--- src/rtl/win_extrema_pkg.sv ---
// Shared constants and helpers for the sliding-window extremum tracker.
package win_extrema_pkg;

    localparam int W_DEF = 10;
    localparam int D_DEF = 4;

    localparam int CMP_UNSIGNED = 0;
    localparam int CMP_SIGNED   = 1;

    function automatic int cnt_w(input int d);
        return $clog2(d + 1);
    endfunction

endpackage

--- src/rtl/win_extrema_if.sv ---
// Sample stream in, window statistics out.
interface win_extrema_if
    import win_extrema_pkg::*;
#(
    parameter int W = W_DEF,
    parameter int D = D_DEF
);
    localparam int CW = cnt_w(D);

    logic          en;
    logic          clr;
    logic [W-1:0]  x;
    logic [W-1:0]  y_max;
    logic [W-1:0]  y_min;
    logic [CW-1:0] cnt;
    logic          full;
    logic          valid;

    modport master (
        output en, clr, x,
        input  y_max, y_min, cnt, full, valid
    );

    modport slave (
        input  en, clr, x,
        output y_max, y_min, cnt, full, valid
    );

endinterface

--- src/rtl/win_extrema_ext_tree.sv ---
// Balanced masked max/min reduction over D buffer entries.
module ext_tree
    import win_extrema_pkg::*;
#(
    parameter int W      = W_DEF,
    parameter int D      = D_DEF,
    parameter int SIGNED = CMP_UNSIGNED
) (
    input  logic [D*W-1:0] data,
    input  logic [D-1:0]   mask,
    output logic [W-1:0]   y_max,
    output logic [W-1:0]   y_min
);
    localparam int P = 1 << $clog2(D);
    localparam int N = 2 * P - 1;

    // Masked-off leaves get the identity value so they never win.
    localparam logic [W-1:0] LO =
        (SIGNED != 0) ? {1'b1, {(W-1){1'b0}}} : {W{1'b0}};
    localparam logic [W-1:0] HI =
        (SIGNED != 0) ? {1'b0, {(W-1){1'b1}}} : {W{1'b1}};

    function automatic logic gt(input logic [W-1:0] a, input logic [W-1:0] b);
        if (SIGNED != 0)
            return $signed(a) > $signed(b);
        return a > b;
    endfunction

    logic [W-1:0] mx [N];
    logic [W-1:0] mn [N];

    always_comb begin
        for (int i = 0; i < N; i++) begin
            mx[i] = LO;
            mn[i] = HI;
        end
        for (int i = 0; i < D; i++) begin
            if (mask[i]) begin
                mx[P-1+i] = data[i*W +: W];
                mn[P-1+i] = data[i*W +: W];
            end
        end
        for (int n = P - 2; n >= 0; n--) begin
            mx[n] = gt(mx[2*n+1], mx[2*n+2]) ? mx[2*n+1] : mx[2*n+2];
            mn[n] = gt(mn[2*n+1], mn[2*n+2]) ? mn[2*n+2] : mn[2*n+1];
        end
        y_max = mx[0];
        y_min = mn[0];
    end

endmodule

--- src/rtl/win_extrema.sv ---
// Sliding-window max/min over the last D accepted samples.
module win_extrema
    import win_extrema_pkg::*;
#(
    parameter int W      = W_DEF,
    parameter int D      = D_DEF,
    parameter int SIGNED = CMP_UNSIGNED
) (
    input logic           clk,
    input logic           rst,
    win_extrema_if.slave  bus
);
    localparam int CW = cnt_w(D);
    localparam int PW = $clog2(D);

    logic [W-1:0]   mem_q [D];
    logic [PW-1:0]  wp_q;
    logic [CW-1:0]  cnt_q;
    logic [D*W-1:0] flat;
    logic [D-1:0]   mask;
    logic [W-1:0]   t_max;
    logic [W-1:0]   t_min;

    always_ff @(posedge clk or posedge rst) begin
        if (rst) begin
            wp_q  <= '0;
            cnt_q <= '0;
            for (int i = 0; i < D; i++)
                mem_q[i] <= '0;
        end else if (bus.en) begin
            if (bus.clr) begin
                // Clear first, then the sample lands in slot 0.
                mem_q[0] <= bus.x;
                wp_q     <= PW'(1);
                cnt_q    <= CW'(1);
            end else begin
                mem_q[wp_q] <= bus.x;
                wp_q  <= (wp_q == PW'(D - 1)) ? '0 : wp_q + 1'b1;
                if (cnt_q != CW'(D))
                    cnt_q <= cnt_q + 1'b1;
            end
        end else if (bus.clr) begin
            wp_q  <= '0;
            cnt_q <= '0;
        end
    end

    // Entry i is valid when its age behind wp is below cnt.
    always_comb begin
        int age;
        flat = '0;
        mask = '0;
        for (int i = 0; i < D; i++) begin
            flat[i*W +: W] = mem_q[i];
            age = int'(wp_q) - 1 - i;
            if (age < 0)
                age = age + D;
            mask[i] = age < int'(cnt_q);
        end
    end

    ext_tree #(
        .W      (W),
        .D      (D),
        .SIGNED (SIGNED)
    ) u_tree (
        .data  (flat),
        .mask  (mask),
        .y_max (t_max),
        .y_min (t_min)
    );

    assign bus.valid = (cnt_q != '0);
    assign bus.full  = (cnt_q == CW'(D));
    assign bus.cnt   = cnt_q;
    assign bus.y_max = bus.valid ? t_max : '0;
    assign bus.y_min = bus.valid ? t_min : '0;

endmodule

--- src/flat_wrapper.sv ---
// flat-port wrapper written by rule: the top's interface ports become plain ports
module win_extrema_flat import win_extrema_pkg::*;
#(
    parameter int W      = W_DEF,
    parameter int D      = D_DEF,
    parameter int SIGNED = CMP_UNSIGNED
)
  (clk, rst, bus_en, bus_clr, bus_x, bus_y_max, bus_y_min, bus_cnt, bus_full, bus_valid);
  win_extrema_if #(.W(W), .D(D)) bus_i ();
  input logic clk;
  input logic rst;
  input wire logic [$bits(bus_i.en)-1:0] bus_en;
  input wire logic [$bits(bus_i.clr)-1:0] bus_clr;
  input wire logic [$bits(bus_i.x)-1:0] bus_x;
  output wire logic [$bits(bus_i.y_max)-1:0] bus_y_max;
  output wire logic [$bits(bus_i.y_min)-1:0] bus_y_min;
  output wire logic [$bits(bus_i.cnt)-1:0] bus_cnt;
  output wire logic [$bits(bus_i.full)-1:0] bus_full;
  output wire logic [$bits(bus_i.valid)-1:0] bus_valid;
  assign bus_i.en = bus_en;
  assign bus_i.clr = bus_clr;
  assign bus_i.x = bus_x;
  assign bus_y_max = bus_i.y_max;
  assign bus_y_min = bus_i.y_min;
  assign bus_cnt = bus_i.cnt;
  assign bus_full = bus_i.full;
  assign bus_valid = bus_i.valid;
  win_extrema #(.W(W), .D(D), .SIGNED(SIGNED)) u_core (.clk(clk), .rst(rst), .bus(bus_i));
endmodule
--- config.mk ---
export PLATFORM = sky130hd
export DESIGN_NAME = win_extrema_flat
export DESIGN_NICKNAME = d
export VERILOG_FILES = /design/src/rtl/win_extrema_pkg.sv /design/src/rtl/win_extrema_if.sv /design/src/rtl/win_extrema_ext_tree.sv /design/src/rtl/win_extrema.sv /design/src/flat_wrapper.sv
export SDC_FILE = /design/constraint.sdc
export NUM_CORES = 1
export LEC_CHECK = 0
export ABC_CLOCK_PERIOD_IN_PS = 8700
export BUFFER_PORTS_ARGS = -buffer_cell sky130_fd_sc_hd__buf_4
export CORE_MARGIN = 4
export CORE_UTILIZATION = 34
export CTS_CLUSTER_SIZE = 24
export DETAILED_ROUTE_END_ITERATION = 6
export MAX_ROUTING_LAYER = met4
export SLEW_MARGIN = 20
export SYNTH_ARGS = -nofsm -noshare
export SYNTH_HDL_FRONTEND = slang
export SYNTH_SLANG_ARGS = --single-unit
--- constraint.sdc ---
create_clock -name clk -period 8.7 [get_ports clk]
set_input_delay 0.435 -clock clk [delete_from_list [all_inputs] [get_ports clk]]
set_output_delay 0.435 -clock clk [all_outputs]
set_load 0.005 [all_outputs]
==> reports/metrics.csv <==
stage,metric,value,unit
run_status,outcome,completed,
finish,Area Overhead vs Synth,13.1,%
timing,RSZ-0062 raised after global routing,false,
yosys,ys async rst share,100,%
yosys,synth unique cells,51,
finish,n_diodes,0,
yosys,syn avg cell area,8.79,µm²
finish,share of cells above drive strength 1,15.7,%
yosys,Synth Flop Type,dfrtp_1,
yosys,cells after synthesis,596,
setup_path,crit end category,output port,
route,Routed WL per cell,18.6,µm
yosys,mux share of post-synthesis cell area,10.7,%
power_and_ir_drop,"Power, Total",2.37,mW
timing,Max Freq,126,MHz
timing,fin crit share,91.2,%
floorplan,IO Pins,39,
timing,min Tclk post-route,7.94,ns
timing,# setup viols final,0,
global_route,global route total overflow,0,
timing,Worst Tran Pin Value,1.12,ns
clocking,CTS Buffer Depth,2,
global_route,global-route usage over all layers,17.7,%
floorplan,die area,0.0175,mm²
power_and_ir_drop,Peak VDD IR,0.174,mV
floorplan,CORE AREA,0.0151,mm²
place,Inst Count DP,822,
yosys,Simple-Gate Fraction of Synth Area,12.4,%
route,DRT Pass-1 Iters,5,
clocking,Sink Count,45,
power_and_ir_drop,Pwr Density,399,mW/mm²
setup_path,"Req. time, crit path",8.27,ns
floorplan,Std-Cell Rows,45,
yosys,Synth Register Bits,45,
timing,Final Hold Viols,0,
timing,Clock Skew,0.00963,ns
route,DRC viols,0,
finish,filler instances,1522,
clocking,"Setup Fix Bufs, Post-CTS",0,
clocking,htree depth,2,
timing,Slew headroom,24.4,%
timing,Hold Slack,0.297,ns
route,Via Count,4707,
clocking,TritonCTS clock tree,done,
setup_path,r2r worst-path depth,4,
global_route,first-pass GRT wire length,24400,µm
setup_path,critical path arrival,7.50,ns
worst_hold_path,Hold Crit Class,primary input to asynchronous set/reset pin,
finish,Post-Layout Cell Count,830,
power_and_ir_drop,Lkg Pwr,2.84,nW
clocking,clk slew on worst S/H paths,0.08,ns
setup_path,Setup CP Type,flip-flop to output port,
clocking,worst skew pair latency,0.29,ns
yosys,Synth Cell Area,0.00524,mm²
floorplan,starting density of the core,34.6,%
route,Vias/cell,5.67,
global_route,vias in the first global route,4477,
yosys,yosys warns,0,
setup_path,CP Max Fanout,20,
yosys,Synth Area in XOR/XNOR,0.478,%
clocking,CTS Buf Count,5,
floorplan,die width,132,µm
timing,Setup TNS Final,0,ns
setup_path,crit start category,flip-flop,
yosys,largest family of logic cells by synthesized area,adder cells,
yosys,fraction of the mapped netlist area in adder cells,26.0,%
route,DRT iter0 DRCs,292,
timing,max-slew violation count,0,
yosys,post-synthesis compound-gate area fraction,21.9,%
place,DP HPWL,12300,µm
global_route,pin count of the biggest net entering global routing,46,
yosys,"EDFF count, synth",0,
yosys,sequential share of the synthesized area,21.5,%
clocking,Clock Root Buffer,clkbuf_16,
place,RD Place Congestion,0.968,
floorplan,Die Y,132,µm
place,IO buf count,38,
job,# Max-Cap Violations,0,
route,total routed wirelength,15400,µm
global_route,antenna violations before repair,0,
route,Detail Route Antenna Nets,0,
finish,final net count,762,
clocking,Hold Buf Count CTS,0,
flip-flops by register name, indices dropped and copies added, names as in the netlist:
name            count
u_core.wp_q         2
u_core.bus.cnt      3
u_core.flat        40
path summary, 6_finish.rpt:
check	end	slack (ns)	startpoint
min reg2reg	u_core.flat[25]$_DFFE_PP0P_	0.54	u_core.flat[25]$_DFFE_PP0P_
max	bus_y_max[6]	0.76	u_core.wp_q[0]$_DFFE_PP0P_
max reg2reg	u_core.flat[7]$_DFFE_PP0P_	6.77	u_core.wp_q[0]$_DFFE_PP0P_
min	u_core.flat[30]$_DFFE_PP0P_	0.30	rst
min in group clk	u_core.bus.cnt[1]$_DFFE_PP0P_	0.36	bus_clr
max in group asynchronous	u_core.flat[28]$_DFFE_PP0P_	7.96	rst
synthesized netlist by cell type (5+ instances only):
| master | number | area, µm² |
|---|---|---|
| a211oi_1 | 28 | 210 |
| a21o_1 | 5 | 37.5 |
| a21oi_1 | 48 | 240 |
| a22o_1 | 10 | 87.6 |
| a311oi_1 | 11 | 96.3 |
| a32oi_1 | 10 | 87.6 |
| and2_1 | 14 | 87.6 |
| clkbuf_1 | 17 | 63.8 |
| dfrtp_1 | 45 | 1130 |
| ha_1 | 104 | 1300 |
| inv_1 | 68 | 255 |
| mux2_2 | 40 | 450 |
| mux2i_1 | 11 | 110 |
| nand2_1 | 47 | 176 |
| nand4_1 | 12 | 75.1 |
| nor2_1 | 35 | 131 |
| nor2b_1 | 5 | 31.3 |
| nor3_1 | 9 | 45.0 |
| o21ai_0 | 10 | 50.1 |
| o32a_1 | 10 | 100 |
kinds of logic (layout without fill, tap and decap cells):
family / after synthesis / count (layout)
AO/OA/AOI/OAI: 158 / 158
AND/OR/NAND/NOR: 138 / 138
adder cells (fa/ha/maj): 107 / 107
buffers and inverters: 93 / 118
multiplexers: 51 / 51
flip-flops: 45 / 45
other: 2 / 23
XOR/XNOR: 2 / 2
cells in the final DEF, fill, tap and decap left out, drive strengths merged, types with 12 or more instances in the layout:
| master | count |
|---|---|
| a211oi | 28 |
| a21oi | 48 |
| and2 | 15 |
| buf | 42 |
| conb | 23 |
| dfrtp | 45 |
| ha | 104 |
| inv | 68 |
| mux2 | 40 |
| nand2 | 47 |
| nand4 | 12 |
| nor2 | 35 |
| o21ai | 12 |
metrics by stage:
step | util (%) | setup WS, ns | cell area (µm²)
2_1_floorplan | - | 2.12 | 5320
6_report | 39.1 | 0.764 | 5930
3_5_place_dp | 38.1 | 0.782 | 5770
4_1_cts | 39.1 | 0.439 | 5920
5_1_grt | 39.1 | 0.103 | 5930
3_3_place_gp | 38.0 | 1.11 | 5760
per-layer routing:
metal | part of all wire (%) | track usage, % | wire length, µm | up-vias
met5 | 0 | - | 0 | -
met4 | 1.6 | 3.62 | 251 | 0
met3 | 4.6 | 2.02 | 709 | 18
met2 | 48 | 29.2 | 7340 | 132
met1 | 46 | 23.6 | 7130 | 2325
li1 | - | - | - | 2232
worst max-delay path, stage by stage, from the launching register on:
cell and delay, ns:
dfrtp_1 0.47, inv_1 0.15, ha_1 0.35, inv_1 0.10
ha_1 0.25, inv_1 0.24, ha_1 0.20, inv_1 0.06
fa_1 0.36, nor3_1 0.19, o2111ai_1 0.42, nand2_2 0.48
nand2_1 0.11, ha_1 0.31, a21o_1 0.18, a21o_1 0.16
a2111oi_0 0.50, nor3_1 0.29, a32oi_1 0.41, inv_1 0.09
ha_1 0.23, a211oi_1 0.23, nor2_1 0.08, o41a_2 0.64
a211oi_1 0.49, buf_4 0.19
layout make-up:
class | instances | area, µm² | share of cell area [%]
multi-input cells | 479 | 3840 | 64.9
flip-flops and latches | 45 | 1130 | 19.0
repair buffers | 42 | 315 | 5.32
inverters | 68 | 255 | 4.31
well taps | 188 | 235 | 3.97
clock buffers | 5 | 125 | 2.11
clock inverters | 3 | 25.0 | 0.422
repair_timing:
action / CTS / global route
endpoints found under the setup margin: 0 / 10
hold endpoints to repair: 0 / 0
resized for setup: 0 / 2
power breakdown:
group	total (mW)	internal [mW]	switching, mW
Combinational	1.81	0.804	1.01
Sequential	0.356	0.266	0.0903
Clock	0.200	0.108	0.0916
Total	2.37	1.18	1.19
(Power assumes the default switching activity.)
